**config.mk**
```make
export PLATFORM = sky130hd
export DESIGN_NAME = seq_multiplier
export DESIGN_NICKNAME = d
export VERILOG_FILES = /design/src/rtl/seq_multiplier.sv
export SDC_FILE = /design/constraint.sdc
export NUM_CORES = 1
export LEC_CHECK = 0
export BUFFER_PORTS_ARGS = -buffer_cell sky130_fd_sc_hd__buf_2
export CAP_MARGIN = 30
export CORE_AREA = 4 4 134 162
export CTS_BUF_LIST = sky130_fd_sc_hd__clkbuf_4
export CTS_CLUSTER_DIAMETER = 80
export DETAILED_ROUTE_END_ITERATION = 6
export DIE_AREA = 0 0 138 166
export GPL_TIMING_DRIVEN = 1
export PLACE_DENSITY = 0.8
export SYNTH_ARGS = -nofsm -noshare
export SYNTH_HDL_FRONTEND = slang
export SYNTH_SLANG_ARGS = --single-unit
```
**constraint.sdc**
```tcl
create_clock -name clk -period 4.4 [get_ports clk]
set_input_delay 0.44 -clock clk [delete_from_list [all_inputs] [get_ports clk]]
set_output_delay 0.44 -clock clk [all_outputs]
set_load 0.005 [all_outputs]
```
**src/rtl/seq_multiplier.sv**
```systemverilog
// seq_multiplier: unsigned N x N -> 2N shift-and-add multiplier.
// The multiplier takes one bit per cycle, so a result always takes N+2
// cycles, whatever the operand values.
//
// Ports:
//   clk      rising-edge clock
//   rst      synchronous active-high reset
//   start    begin a multiply (only accepted while idle)
//   a, b     unsigned operands, sampled when start is accepted
//   busy     high while a multiply is in flight (RUN and DONE states)
//   done     one-cycle pulse; product carries a new result
//   product  registered 2N-bit result, held until the next done
module seq_multiplier #(
    parameter int N = 32
) (
    input  logic           clk,
    input  logic           rst,
    input  logic           start,
    input  logic [N-1:0]   a,
    input  logic [N-1:0]   b,
    output logic           busy,
    output logic           done,
    output logic [2*N-1:0] product
);

    localparam int CW = $clog2(N + 1);

    typedef enum logic [1:0] {IDLE, RUN, DONE} state_t;

    state_t         state, state_nxt;
    logic [2*N-1:0] mcand;
    logic [2*N-1:0] acc;
    logic [N-1:0]   mplier;
    logic [CW-1:0]  cnt;
    logic           last_step;

    // The counter holds N-1 during the final RUN cycle.
    assign last_step = (cnt == CW'(N - 1));
    assign busy      = (state != IDLE);

    always_ff @(posedge clk) begin
        if (rst) state <= IDLE;
        else     state <= state_nxt;
    end

    always_comb begin
        state_nxt = state;
        case (state)
            IDLE:    if (start) state_nxt = RUN;
            RUN:     if (last_step) state_nxt = DONE;
            DONE:    state_nxt = IDLE;
            default: state_nxt = IDLE;
        endcase
    end

    always_ff @(posedge clk) begin
        if (rst) begin
            mcand   <= '0;
            mplier  <= '0;
            acc     <= '0;
            cnt     <= '0;
            done    <= 1'b0;
            product <= '0;
        end else begin
            // done/product are registered from the DONE state, so the pulse
            // lands in the cycle after DONE (N+2 cycles after acceptance).
            done <= 1'b0;
            case (state)
                IDLE: begin
                    if (start) begin
                        mcand  <= {{N{1'b0}}, a};
                        mplier <= b;
                        acc    <= '0;
                        cnt    <= '0;
                    end
                end
                RUN: begin
                    // Carry-out is dropped; the product can never exceed 2N bits.
                    if (mplier[0]) acc <= acc + mcand;
                    mcand  <= mcand << 1;
                    mplier <= mplier >> 1;
                    cnt    <= cnt + 1'b1;
                end
                DONE: begin
                    done    <= 1'b1;
                    product <= acc;
                end
                default: ;
            endcase
        end
    end

endmodule

```
# [Yosys cells after proc, flatten, opt, wreduce, memory -nomap -nowiden]
# Cells that the tools add are included.
[op_classes] n_reduce_logical=6 eq_ne=6 addsub=2 muxes=13
[ops] cell="64-bit one-hot mux with 2 select lines" count=2
[ops] cell="64-bit 2-to-1 mux" count=3
[ops] cell="64-bit adder" count=1
[ops] cell="32-bit one-hot mux with 2 select lines" count=1
[ops] cell="32-bit 2-to-1 mux" count=1
[ops] cell="6-bit one-hot mux with 2 select lines" count=1
[ops] cell="6-bit by 1-bit adder with 6-bit output (second input constant)" count=1
[ops] cell="6-bit by 5-bit == test with 1-bit output (second input constant)" count=1
[ops] cell="6-bit 2-to-1 mux" count=1
[ops] cell="2-bit != test (second input constant)" count=3
[ops] cell="2-bit 2-to-1 mux" count=2
[ops] cell="2-bit one-hot mux with 2 select lines" count=1
[ops] cell="2-bit AND reduction" count=2
[ops] cell="2-bit nonzero test" count=2
[ops] cell="3-bit AND reduction" count=1
[ops] cell="2-bit by 1-bit == test with 1-bit output (second input constant)" count=1
[ops] cell="2-bit == test (second input constant)" count=1
[ops] cell="2-bit logical NOT" count=1
[ops] cell="1-bit 2-to-1 mux" count=1
[totals] in_bits=67 ff_bits=233 out_inout_bits=66 word_cells=34

# [Longest topological paths before layout]
[logic_depth] word_depth=3 depth_mapped=15

# [Least setup slack after synthesis]
# OpenSTA, ideal clock, no wires.
[synth_path] kind="register to register" from="reg mcand[0]" to="reg acc[56]" t_arrival_ns=2.975 slack_ns=1.356 setup_time_ns=0.069 period_less_slack_ns=3.044 t_required_ns=4.331 stages_incl_launch_ff=16 path_cell_list="dfxtp_1 > ha_1 > inv_1 > fa_1 > nor2b_1 > o21a_1 > o21a_1 > o21a_1 > o21ai_2 > a2111oi_2 > a21o_2 > a21oi_2 > o41ai_2 > a211oi_1 > xor2_1 > o21ai_1"
[synth_via] elab_chain_len=3
[synth_lines] item="from (decl)" line="31" source="logic [2*N-1:0] mcand;"
[synth_lines] item="from (signal assigned)" line="71" source="mcand <= {{N{1'b0}}, a};"
[synth_lines] item="from (signal assigned)" line="80" source="mcand <= mcand << 1;"
[synth_lines] item="64-bit adder" line="79" source="if (mplier[0]) acc <= acc + mcand;"
[synth_lines] item="64-bit 2-to-1 mux" line="79"
[synth_lines] item="64-bit one-hot mux with 2 select lines" line="68" source="case (state)"
[synth_lines] item="to (signal assigned)" line="79"
[synth_lines] item="to (decl)" line="32" source="logic [2*N-1:0] acc;"
# No other way between the ends. The select of a mux whose other input is x is not followed.
# A chain may end at the register's enable or synchronous reset.

# [Worst setup path in the final report]
# Same ends and word-level chain as after synthesis.

==> results.sh <==
export IMPL_ant_nets=0
export IMPL_critical_path_top_delay_family="compound AO/OA/AOI/OAI gates"
export IMPL_worst_slew_pin_slew_ps=1001
export IMPL_htreeDepth=2
export IMPL_clk_pin_slew_ps=90
export IMPL_core_area_um2=20110
export IMPL_cts_root_buffer="clkbuf_4"
export IMPL_nets=1784
export IMPL_cp_slowest_cell="a2111oi_2"
export IMPL_report_final_slew_viol_count=0
export IMPL_grt_max_degree=99
export IMPL_fin_ws_ps=815.3
export IMPL_vias=11360
export IMPL_synth_edff_count=0
export IMPL_min_period_ps=3585
export IMPL_r2r_slack_ps=820
export IMPL_rows=57
export IMPL_fin_crit_sh=0.8147
export IMPL_relSlewSlack=0.3329
export IMPL_synth_main_ff_cell="dfxtp_1"
export IMPL_violations="design-rule violations"
export IMPL_power_density_nw_per_um2=317.5
export IMPL_power_mw=4.360
export IMPL_path_cells="ha_1, inv_1, fa_1, nor2b_1, o21a_1, o21a_1, o21a_1, o21ai_2, a2111oi_2, a21o_2, a21oi_2, o41ai_2, a211oi_1, xor2_1, o21ai_1"
export IMPL_cp_endpoint="acc[56]$_SDFFE_PP0P_"
export IMPL_cts_num_sinks=233
export IMPL_place_ws_ps=847.6
export IMPL_reg2reg_from="mcand[0]$_SDFFE_PP0P_"
export IMPL_cts_resized=0
export IMPL_antenna_found_initial=1
export IMPL_synthTopCellsByArea="dfxtp_1 39%, nand2_1 10%, ha_1 6.7%, a21oi_1 5.7%, nor2_1 5.5%"
export IMPL_hpwl_um=20140
export IMPL_die_area_um2=22910
export IMPL_cts_tree="done"
export IMPL_synth_seq_cells=233
export IMPL_vias_per_cell=5.812
export IMPL_startpoint_type="flip-flop"
export IMPL_place_area_um2=12620
export IMPL_cp_required_ps=5020
export IMPL_hold_class="primary input to flip-flop"
export IMPL_yosysTopAreaCell="dfxtp_1"
export IMPL_cts_inserted_buffers=56
export IMPL_fin_area_um2=13730
export IMPL_grt_pass1_wl_um=51490
export IMPL_worstSetupStartpoint="mcand[0]$_SDFFE_PP0P_"
export IMPL_ir_drop_v=0.0002404
export IMPL_ctsLongestPathBuffers=3
export IMPL_use_met1=0.3031
export IMPL_synth_cell_types=67
export IMPL_clk_latency_ps=700
export IMPL_portBuffers=132
export IMPL_async_reset_ff_frac=0
export IMPL_max_freq_mhz=279.0
export IMPL_avgSynthCellArea_um2=7.838
export IMPL_gp_congestion=0.9748
export IMPL_endpoint_kind="flip-flop"
export IMPL_r2r_end="acc[56]$_SDFFE_PP0P_"
export IMPL_crit_arrival_ps=4200
export IMPL_grt_pass1_vias=11160
export IMPL_drcViolationCount=1
export IMPL_syn_to_final_growth_pct=15.37
export IMPL_max_stage_delay_ps=560
export IMPL_start_util=0.5919
export IMPL_drt_pass1_iter_count=7
export IMPL_die_w_um=138
export IMPL_yosys_top_cells_count="325 x nand2_1, 233 x dfxtp_1, 176 x nor2_1"
export IMPL_cp_max_fo=4
export IMPL_wl_per_cell_um=15.36
export IMPL_ys_seq_area_frac=0.3918
export IMPL_setup_viol=0
export IMPL_synth_most_common_cell="nand2_1"
export IMPL_wl_um=30020
export IMPL_synth_nets=1651
export IMPL_ioPinCount=133
export IMPL_grt_use_met3=0.04752
export IMPL_ff2ff_path_depth=15
export IMPL_tns_ps=0
export IMPL_skew_ps=43.89
export IMPL_drt_iter0_drc=737
export IMPL_syn_cell_area_um2=11910
export IMPL_hold_viol_final=0
export IMPL_cp_num_buf_inv=1
export IMPL_synth_warning_count=0
export IMPL_outcome="finished with violations"
export IMPL_maxCapViolCount=0
export IMPL_synth_top_cell_area_share=0.3918
export IMPL_leakage_nw=5.938
export IMPL_cpMostUsedCell="o21a_1"
export IMPL_grt_most_used_layer="met2"
export IMPL_die_h_um=166
export IMPL_grt_util_all_layers=0.2567
export IMPL_cp_depth=15
export IMPL_drive_above_1_share=0.1533
export IMPL_final_util=0.6829
export IMPL_syn_inst=1519
export IMPL_critPathKind="flip-flop to flip-flop"
export IMPL_grtUsageMet2=0.4633
export IMPL_grt_setup_unrepaired="false"
export IMPL_overflow=0
==> metrics by stage <==
step                      instances  hold slack [ps]
after floorplan                1519            431.9
after global placement         1817            439.5
after detailed placement       1818            443.7
after CTS                      1954            1.108
after global routing           1955            5.157
final                          1955            34.31
==> sequential cells by signal, indices dropped and copies added (netlist names) <==
register,flops
cnt,6
mplier,32
state,2
mcand,64
product,64
done,1
acc,64
==> routing by layer <==
metal	up-vias	part of all wire	wire (um)
li1	5654	-	-
met1	5270	0.42	12530
met2	360	0.49	14840
met3	79	0.059	1782
met4	0	0.029	867
met5	-	0	0
==> final cells by class <==
class	instances	area (um2)
repair buffers	183	1172
clock buffers	83	623.1
diodes	1	2.502
flip-flops and latches	233	4664
fillers	1709	6377
multi-input cells	1160	6797
clock inverters	12	76.32
inverters	18	67.56
well taps	265	331.6
==> logic make-up (layout without fill, tap and decap cells) <==
logic type | Yosys count | count (layout) | synth area share
AND/OR/NAND/NOR | 597 | 597 | 0.2068
AO/OA/AOI/OAI | 443 | 443 | 0.2517
flip-flops | 233 | 233 | 0.3918
buffers and inverters | 126 | 296 | 0.03983
adder cells (fa/ha/maj) | 65 | 65 | 0.06894
XOR/XNOR | 52 | 52 | 0.03825
multiplexers | 3 | 3 | 0.002627
other | 0 | 1 | 0
==> layout by cell type, fill, tap and decap left out, types with 23 or more instances in the layout <==
cell | netlist | final
nand2_1 | 325 | 325
dfxtp_1 | 233 | 233
nor2_1 | 176 | 175
a21oi_1 | 136 | 136
buf_2 | 1 | 131
clkbuf_4 | 0 | 83
a22oi_1 | 64 | 64
ha_1 | 64 | 64
a311oi_1 | 62 | 62
o21ai_0 | 52 | 52
a21o_1 | 42 | 42
dlygate4sd3_1 | 0 | 41
xnor2_1 | 29 | 29
xor2_1 | 23 | 23
==> timing repair <==
action | in CTS | in global routing
hold buffers | 41 | 0
setup buffers | 0 | 0
hold endpoints to repair | 41 | 0
==> where the power goes <==
group	switching (mW)	total [mW]	internal [mW]	leakage, nW
logic	0.241	0.393	0.152	3.63
registers	0.0446	2.21	2.17	1.89
clock network	0.843	1.76	0.913	0.417
total	1.13	4.36	3.23	5.94
==> worst register-to-register path, stage by stage, from the launching register on <==
cell	delay, ps
dfxtp_1	370
ha_1	180
inv_1	60
fa_1	370
nor2b_1	160
o21a_1	150
o21a_1	160
o21a_1	200
o21ai_2	100
a2111oi_2	560
a21o_2	300
a21oi_2	110
o41ai_2	390
a211oi_1	150
xor2_1	160
o21ai_1	110
==> worst min-delay path by stage <==
| stage | endpoint | from | depth (start not counted) | slack [ps] |
|---|---|---|---|---|
| after floorplan | product[63]$_SDFFE_PP0P_ | acc[63]$_SDFFE_PP0P_ | 2 | 430 |
| after global placement | product[50]$_SDFFE_PP0P_ | product[50]$_SDFFE_PP0P_ | 2 | 440 |
| after detailed placement | product[61]$_SDFFE_PP0P_ | product[61]$_SDFFE_PP0P_ | 2 | 440 |
| after CTS | mcand[3]$_SDFFE_PP0P_ | a[3] | 3 | 1 |
| after global routing | mcand[18]$_SDFFE_PP0P_ | a[18] | 3 | 5 |
| final | mcand[26]$_SDFFE_PP0P_ | a[26] | 3 | 30 |
Note: power is estimated with default switching activity, not from simulation.
